**src/rtl/rom_arbiter.sv**
```systemverilog
// Two-port (fetch/load) arbiter in front of a single synchronous-read ROM port.
// One access in flight at a time; round-robin only when both ports contend.
module rom_arbiter #(
  parameter int SIZE = 5
) (
  input  logic            CLK,
  input  logic            RST,
  input  logic            i_req,
  input  logic [SIZE+2:0] i_addr,
  output logic            i_ack,
  output logic [31:0]     i_rdata,
  output logic            i_err,
  input  logic            d_req,
  input  logic [SIZE+2:0] d_addr,
  input  logic [2:0]      d_size,
  output logic            d_ack,
  output logic [31:0]     d_rdata,
  output logic            d_err,
  output logic [SIZE+2:0] rom_addr,
  output logic [2:0]      rom_size,
  output logic            rom_en,
  input  logic [31:0]     rom_data,
  input  logic            rom_exc
);

  typedef enum logic [1:0] {IDLE, ISSUE, RESP} state_t;
  typedef enum logic {PORT_I, PORT_D} port_t;

  state_t state;
  port_t  last_grant;
  port_t  owner;
  logic   exc_q;

  always_ff @(posedge CLK or posedge RST) begin
    if (RST) begin
      state      <= IDLE;
      last_grant <= PORT_D;
      owner      <= PORT_I;
      exc_q      <= 1'b0;
      i_ack      <= 1'b0;
      i_rdata    <= '0;
      i_err      <= 1'b0;
      d_ack      <= 1'b0;
      d_rdata    <= '0;
      d_err      <= 1'b0;
      rom_addr   <= '0;
      rom_size   <= '0;
      rom_en     <= 1'b0;
    end else begin
      case (state)
        IDLE: begin
          i_ack <= 1'b0;
          d_ack <= 1'b0;
          // Under contention the port that did not win last time goes first.
          if (i_req && (!d_req || last_grant == PORT_D)) begin
            rom_addr <= i_addr;
            rom_size <= 3'b010;
            rom_en   <= 1'b1;
            owner    <= PORT_I;
            if (d_req) last_grant <= PORT_I;
            state    <= ISSUE;
          end else if (d_req) begin
            rom_addr <= d_addr;
            rom_size <= d_size;
            rom_en   <= 1'b1;
            owner    <= PORT_D;
            if (i_req) last_grant <= PORT_D;
            state    <= ISSUE;
          end else begin
            rom_en <= 1'b0;
          end
        end
        ISSUE: begin
          // ROM samples addr/size on this edge; its exception is combinational now.
          exc_q <= rom_exc;
          state <= RESP;
        end
        RESP: begin
          if (owner == PORT_I) begin
            i_ack   <= 1'b1;
            i_rdata <= exc_q ? 32'h0 : rom_data;
            i_err   <= exc_q;
          end else begin
            d_ack   <= 1'b1;
            d_rdata <= exc_q ? 32'h0 : rom_data;
            d_err   <= exc_q;
          end
          rom_en <= 1'b0;
          state  <= IDLE;
        end
        default: state <= IDLE;
      endcase
    end
  end

endmodule
```
**config.mk**
```make
export PLATFORM = sky130hd
export DESIGN_NAME = rom_arbiter
export DESIGN_NICKNAME = d
export VERILOG_FILES = /design/src/rtl/rom_arbiter.sv
export SDC_FILE = /design/constraint.sdc
export NUM_CORES = 1
export LEC_CHECK = 0
export ABC_AREA = 1
export CAP_MARGIN = 30
export CORE_ASPECT_RATIO = 0.8
export CORE_UTILIZATION = 45
export CTS_CLUSTER_DIAMETER = 120
export DETAILED_ROUTE_END_ITERATION = 12
export PLACE_DENSITY = 0.81
export SKIP_LAST_GASP = 1
export SYNTH_ARGS = -nofsm -noshare
export SYNTH_HDL_FRONTEND = slang
export SYNTH_SLANG_ARGS = --single-unit
```
**constraint.sdc**
```tcl
create_clock -name CLK -period 3.8 [get_ports CLK]
set_clock_uncertainty 0.05 [all_clocks]
set_input_delay 0.95 -clock CLK [delete_from_list [all_inputs] [get_ports CLK]]
set_output_delay 0.95 -clock CLK [all_outputs]
set_load 0.1 [all_outputs]
```
==> Yosys cells after proc, flatten, opt, wreduce, memory -nomap -nowiden <==
Cells that the tools add are included.
W data, S select, Z words.
{ "classes": {"bitwise": 1, "n_eq_ne": 5, "n_reduce_logical": 13, "n_mux": 21} }
{ "op_table": {"columns": ["op", "count"], "rows": [
  ["$mux W32", 1],
  ["$mux W8", 2],
  ["$mux W1", 10],
  ["$reduce_and A2 Y1", 5],
  ["$mux W3", 2],
  ["$pmux W1 S2", 3],
  ["$reduce_bool A2 Y1", 3],
  ["$mux W2", 2],
  ["$ne A2 B2 Y1 const B", 2],
  ["$pmux W2 S2", 1],
  ["$ne A3 B3 Y1 const B", 1],
  ["$reduce_and A3 Y1", 1],
  ["$eq A2 B1 Y1 const B", 1],
  ["$eq A2 B2 Y1 const B", 1],
  ["$logic_not A2 Y1", 1],
  ["$logic_and A1 B1 Y1", 1],
  ["$logic_not A1 Y1", 1],
  ["$logic_or A1 B1 Y1", 1],
  ["$not A1 Y1", 1]
]} }
{ "totals": {"out_inout_bits": 80, "in_bits": 56, "register_bits": 85, "elab_cells": 53} }

==> Depth between registers and ports, before layout <==
Gate-level depths: netlist of run 1.
{ "logic_depth": {"ltp_word": 5, "ltp_mapped": 7} }

==> Worst setup path after synthesis of run 1 <==
OpenSTA, ideal clock, no wires.
{ "synth_timing": {"path_kind": "register -> output", "start": "reg rom_addr[0]", "end": "out rom_addr[0]", "path_slack_ns": 1.889, "stages_incl_launch_ff": 1, "t_arrival_ns": 0.911, "path_buffers": 0, "path_cell_list": "dfrtp_1"} }
{ "synth_lines": {"columns": ["element", "line_no", "text"], "rows": [
  ["start: declaration", "19", "output logic [SIZE+2:0] rom_addr,"],
  ["start signal: assignment", "56", "rom_addr <= i_addr;"],
  ["start signal: assignment", "63", "rom_addr <= d_addr;"]
]} }
No word-level cell between the ends.

==> Final worst setup path of run 1 <==
{ "layout_timing": {"start": "reg i_rdata[30]", "end": "out i_rdata[30]"} }
{ "layout_lines": {"columns": ["element", "line_no", "text"], "rows": [
  ["start: declaration", "11", "output logic [31:0] i_rdata,"],
  ["start signal: assignment", "81", "i_rdata <= exc_q ? 32'h0 : rom_data;"]
]} }
No word-level cell between the ends.

==> results.json, run 1 <==
{
  "routed_wl_um": 9181,
  "drc_errors": 0,
  "synth_seq_area_share_pct": 57.20,
  "synthTopCellsByArea": "dfrtp_1, nand2_1, inv_1, nor2_1, nand3_1",
  "max_cap_violations": 0,
  "syn-num-nets": 520,
  "postRouteAntennaNets": 0,
  "critical_path.cell_chain": "clkdlybuf4s50_1",
  "grt_max_degree": 47,
  "vias": 3303,
  "htreeDepth": 3,
  "cts_tree": "yes",
  "antenna_cells": 0,
  "cts_buffer_depth": 2,
  "antenna_found_initial": 0,
  "synth_warnings": 0,
  "status": "completed",
  "drtPass1Iterations": 4,
  "synth.distinct_cells": 17,
  "cp_top_family": "buffers and inverters",
  "cts_resized": 0,
  "finalHoldViolations": 0,
  "arrival_ns": 1.88,
  "via_per_inst": 4.678,
  "core-area_mm2": 0.007983,
  "post-route-util_pct": 66.50,
  "yosysTopAreaCell": "dfrtp_1",
  "critPathSlowestCell": "clkdlybuf4s50_1",
  "cts_buffers": 9,
  "finalCritPeriodShare_pct": 75.80,
  "initial_utilization_pct": 46.61,
  "hold_class": "register to register",
  "io_buffers": 135,
  "path_buf_inv": 1,
  "path_clk_slew_ns": 0.09,
  "synth_top_cell_area_share_pct": 56.49,
  "root_buffer": "clkbuf_8",
  "setup-tns-final_ns": 0,
  "syn2layout_area_growth_pct": 42.67,
  "grt_first_pass_wirelength_um": 15710,
  "cp.required_ns": 2.80,
  "clkLatencyLatePin_ns": 0.34,
  "period_minus_slack_ns": 2.880,
  "worstSetupPathType": "register to output pin",
  "grt_pass1_vias": 3261,
  "syn_inst": 464,
  "die_height_um": 83.34,
  "endpoint_kind": "output pin",
  "layout-drive-gt1-share_pct": 7.358,
  "cts_hold_buf": 0,
  "avgSynthCellArea_um2": 8.020,
  "drv_slew": 0,
  "max_stage_delay_ns": 1.16,
  "rsz0062_at_grt": "false",
  "cts_setup_buffers": 0,
  "die_w_um": 103.7,
  "place_hpwl_um": 6275,
  "gp_congestion": 0.7802,
  "syn_area_mm2": 0.003721,
  "crit_fanout": 2,
  "layout_commonest_cell": "nand2_1",
  "max_freq_mhz": 347.2,
  "clock-sinks": 85,
  "first_iter_violations": 81,
  "track_usage_pct": 22.92,
  "row_count": 29,
  "ys_ff_latch": 85,
  "avgRoutedWirePerCell_um": 13.00,
  "grt_overflow": 0,
  "mostFrequentLayoutCells": "nand2_1, clkdlybuf4s50_1, dfrtp_1, inv_1, nor2_1",
  "final_nets": 649,
  "cp-start-kind": "register",
  "ioPinCount": 136,
  "relSlewSlack_pct": 33.15,
  "setup_viol": 0,
  "die_area_mm2": 0.008639,
  "worstMarginPinSlew_ns": 0.9996
}
==> final cells by class <==
class	instances	area, um2
clock buffer	11	141.4
clock inverter	5	58.81
fill	678	2674
inverter	59	227.7
multi-input combinational	300	1219
sequential	85	2128
tap	108	135.1
timing repair buffer	138	1399
==> cell families (layout without fill, tap and decap cells) <==
group / after synthesis / count (layout) / share of synthesized area [%]
simple gates: 295 / 295 / 31.98
flops: 85 / 85 / 57.20
buf+inv: 79 / 213 / 10.05
compound gates: 4 / 4 / 0.5377
xor+xnor: 1 / 1 / 0.2354
==> final timing paths <==
check / start / end / slack [ns] / depth (start not counted)
hold / removal: d_rdata[29] / d_rdata[29] / 0.43 / 2
hold reg to reg: d_rdata[29] / d_rdata[29] / 0.43 / 2
min in group asynchronous: RST / d_rdata[26] / 1.02 / 2
max in group asynchronous: RST / last_grant / 1.91 / 3
setup reg to reg: state[0] / d_rdata[15] / 2.18 / 5
setup / recovery: i_rdata[30] / i_rdata[30] / 0.92 / 1
==> routing by layer <==
metal	vias up	part of all wire [%]	wire length [um]	GRT usage, %
met4	0	0.51	47	4.416
li1	1611	-	-	-
met3	6	6.9	630	7.692
met5	-	0	0	0
met1	1568	46	4248	30.32
met2	118	46	4254	37.16
==> cells in the mapped netlist <==
cell type,number
nand2_1,227
dfrtp_1,84
inv_1,54
nor2_1,34
nand3_1,18
nand2_2,12
buf_2,10
buf_6,8
inv_2,3
o21ai_0,3
clkbuf_1,2
inv_4,2
nand2_4,2
nor2_4,2
dfstp_2,1
o21ai_1,1
xor2_1,1
==> registers in the layout, indices dropped and copies added, names as in the netlist <==
| name | cells |
|---|---|
| d_rdata | 32 |
| i_rdata | 32 |
| rom_addr | 8 |
| rom_size | 3 |
| state | 2 |
| d_ack | 1 |
| d_err | 1 |
| exc_q | 1 |
| i_ack | 1 |
| i_err | 1 |
| last_grant | 1 |
| owner | 1 |
| rom_en | 1 |
==> stage by stage <==
stage / cell area, um2 / cells / setup slack, ns / hold WS [ns]
after floorplan: 3721 / 464 / 0.6082 / 0.4554
after global placement: 5081 / 689 / 1.219 / 0.4114
after detailed placement: 5109 / 690 / 1.118 / 0.4179
after CTS: 5309 / 706 / 0.8925 / 0.4380
after global routing: 5309 / 706 / 0.8581 / 0.4537
final: 5309 / 706 / 0.9195 / 0.4349
Power of run 1 is left out: the tool's default activity adds up to more than one toggle a clock period on the data nets, which glitch-free logic cannot reach.
==> run 2, diff against run 1 <==
==> constraint.sdc (replaced) <==
create_clock -name CLK -period 2.9 [get_ports CLK]
set_clock_uncertainty 0.05 [all_clocks]
set_input_delay 0.725 -clock CLK [delete_from_list [all_inputs] [get_ports CLK]]
set_output_delay 0.725 -clock CLK [all_outputs]
set_load 0.1 [all_outputs]
==> run 2 against run 1 <==
Die area did not move. Clock-buffer cell count fell by 1. Worst setup slack got worse by 0.10 ns. Sequential share of layout area rose by 1.4 points. Register-to-register slack got worse by 0.91 ns. Flip-flop and latch count did not move. Critical path depth rose by 5. Cell count rose by 0.14%. Non-clock buffer count rose by 1.
==> results.json, run 2 (synthesis results as in run 1) <==
{
  "place_hpwl_um": 6281,
  "cts_buffer_depth": 2,
  "grt_max_degree": 37,
  "via_per_inst": 4.611,
  "setup-tns-final_ns": 0,
  "gp_congestion": 0.7771,
  "track_usage_pct": 23.51,
  "die_w_um": 103.7,
  "multi_input_area_mm2": 0.001219,
  "worstMarginPinSlew_ns": 0.7364,
  "relSlewSlack_pct": 50.91,
  "max_cap_violations": 0,
  "htreeDepth": 3,
  "rsz0062_at_grt": "false",
  "path_clk_slew_ns": 0.09,
  "io_buffers": 135,
  "antenna_cells": 0,
  "holdWs_ns": 0.4357,
  "cp-start-kind": "input pin",
  "status": "completed",
  "ioPinCount": 136,
  "clkLatencyLatePin_ns": 0.34,
  "critical_path.cell_chain": "clkdlybuf4s50_1 > nor2_1 > nor2_4 > inv_2 > nand2_1 > nand2_1",
  "max_stage_delay_ns": 0.69,
  "reg_top3": "d_rdata: 32 flops, i_rdata: 32 flops, rom_addr: 8 flops",
  "period_minus_slack_ns": 2.084,
  "grt_first_pass_wirelength_um": 16060,
  "hold_class": "register to register",
  "fill_cells": 706,
  "grt_overflow": 0,
  "row_count": 29,
  "grt_util_met1_pct": 32.41,
  "cts_tree": "yes",
  "drc_errors": 0,
  "core-area_mm2": 0.007983,
  "crit_top_cell": "nand2_1",
  "worstSetupPathType": "input pin to register",
  "cp_top_family": "buffers and inverters",
  "layout-drive-gt1-share_pct": 20.53,
  "r2r_slack_ns": 1.27,
  "arrival_ns": 2.27,
  "avgRoutedWirePerCell_um": 13.23,
  "cp.required_ns": 3.09,
  "max_freq_mhz": 479.8,
  "drv_slew": 0,
  "drtPass1Iterations": 5,
  "critPathSlowestCell": "clkdlybuf4s50_1",
  "initial_utilization_pct": 46.61,
  "first_iter_violations": 137,
  "cts_hold_buf": 0,
  "clock-sinks": 85,
  "postRouteAntennaNets": 0,
  "vias": 3260,
  "cp.depth": 6,
  "r2r_end": "d_rdata[28]",
  "cts_resized": 0,
  "endpoint": "rom_addr[7]",
  "use_met3_pct": 5.495,
  "antenna_found_initial": 0,
  "path_buf_inv": 2,
  "mostFrequentLayoutCells": "nand2_1, dfrtp_1, buf_4, clkdlybuf4s50_1, inv_1",
  "finalCritPeriodShare_pct": 71.87,
  "r2r_start": "state[0]",
  "syn2layout_area_growth_pct": 37.79,
  "die_area_mm2": 0.008639,
  "regArea_mm2": 0.002128,
  "crit_path_start": "i_req",
  "grt_pass1_vias": 3245,
  "cts_buffers": 9,
  "die_height_um": 83.34,
  "reg2reg_depth": 5,
  "routed_wl_um": 9356,
  "root_buffer": "clkbuf_8",
  "grt-busiest-layer": "met2",
  "gr-usage-met2_pct": 37.03,
  "cts_setup_buffers": 0,
  "layout_commonest_cell": "nand2_1",
  "setup_viol": 0,
  "crit_fanout": 15,
  "endpoint_kind": "register",
  "finalHoldViolations": 0,
  "final_nets": 650
}
-- run 2: routing by layer --
layer | vias to the layer above | share of wire [%]
li1 | 1611 | -
met1 | 1522 | 49
met2 | 119 | 44
met3 | 8 | 6.0
met4 | 0 | 1.1
met5 | - | 0
-- run 2: worst min-delay path, cell delays in order, from the launching register on --
cell and delay, ns:
dfrtp_1 0.35, nand2_1 0.05, nand2_1 0.05
-- run 2: stage by stage --
step | std cells | utilization (%) | setup WS [ns] | area [um2]
3_5_place_dp | 691 | 61.61 | 0.4543 | 4918
2_1_floorplan | 464 | - | 1.146 | 3725
4_1_cts | 707 | 64.23 | 0.8337 | 5127
5_1_grt | 707 | 64.23 | 0.6878 | 5127
3_3_place_gp | 691 | 61.61 | 0.5283 | 4918
6_report | 707 | 64.23 | 0.8157 | 5127
-- run 2: layout make-up --
| type | instances | share of cell area [%] |
|---|---|---|
| clock inverter | 6 | 1.391 |
| timing repair buffer | 139 | 23.52 |
| multi-input combinational | 300 | 23.77 |
| inverter | 59 | 4.490 |
| sequential | 85 | 41.51 |
| tap | 108 | 2.635 |
| clock buffer | 10 | 2.684 |
-- run 2: how the worst min path moves through the flow --
| stage | start | end | slack [ns] | depth (start not counted) |
|---|---|---|---|---|
| floorplan | last_grant | last_grant | 0.46 | 1 |
| global placement | d_rdata[1] | d_rdata[1] | 0.42 | 2 |
| detailed placement | d_rdata[12] | d_rdata[12] | 0.42 | 2 |
| CTS | d_rdata[22] | d_rdata[22] | 0.44 | 2 |
| global route | i_rdata[20] | i_rdata[20] | 0.46 | 2 |
| finish | d_rdata[22] | d_rdata[22] | 0.44 | 2 |
Power of run 2 is left out for the same reason.
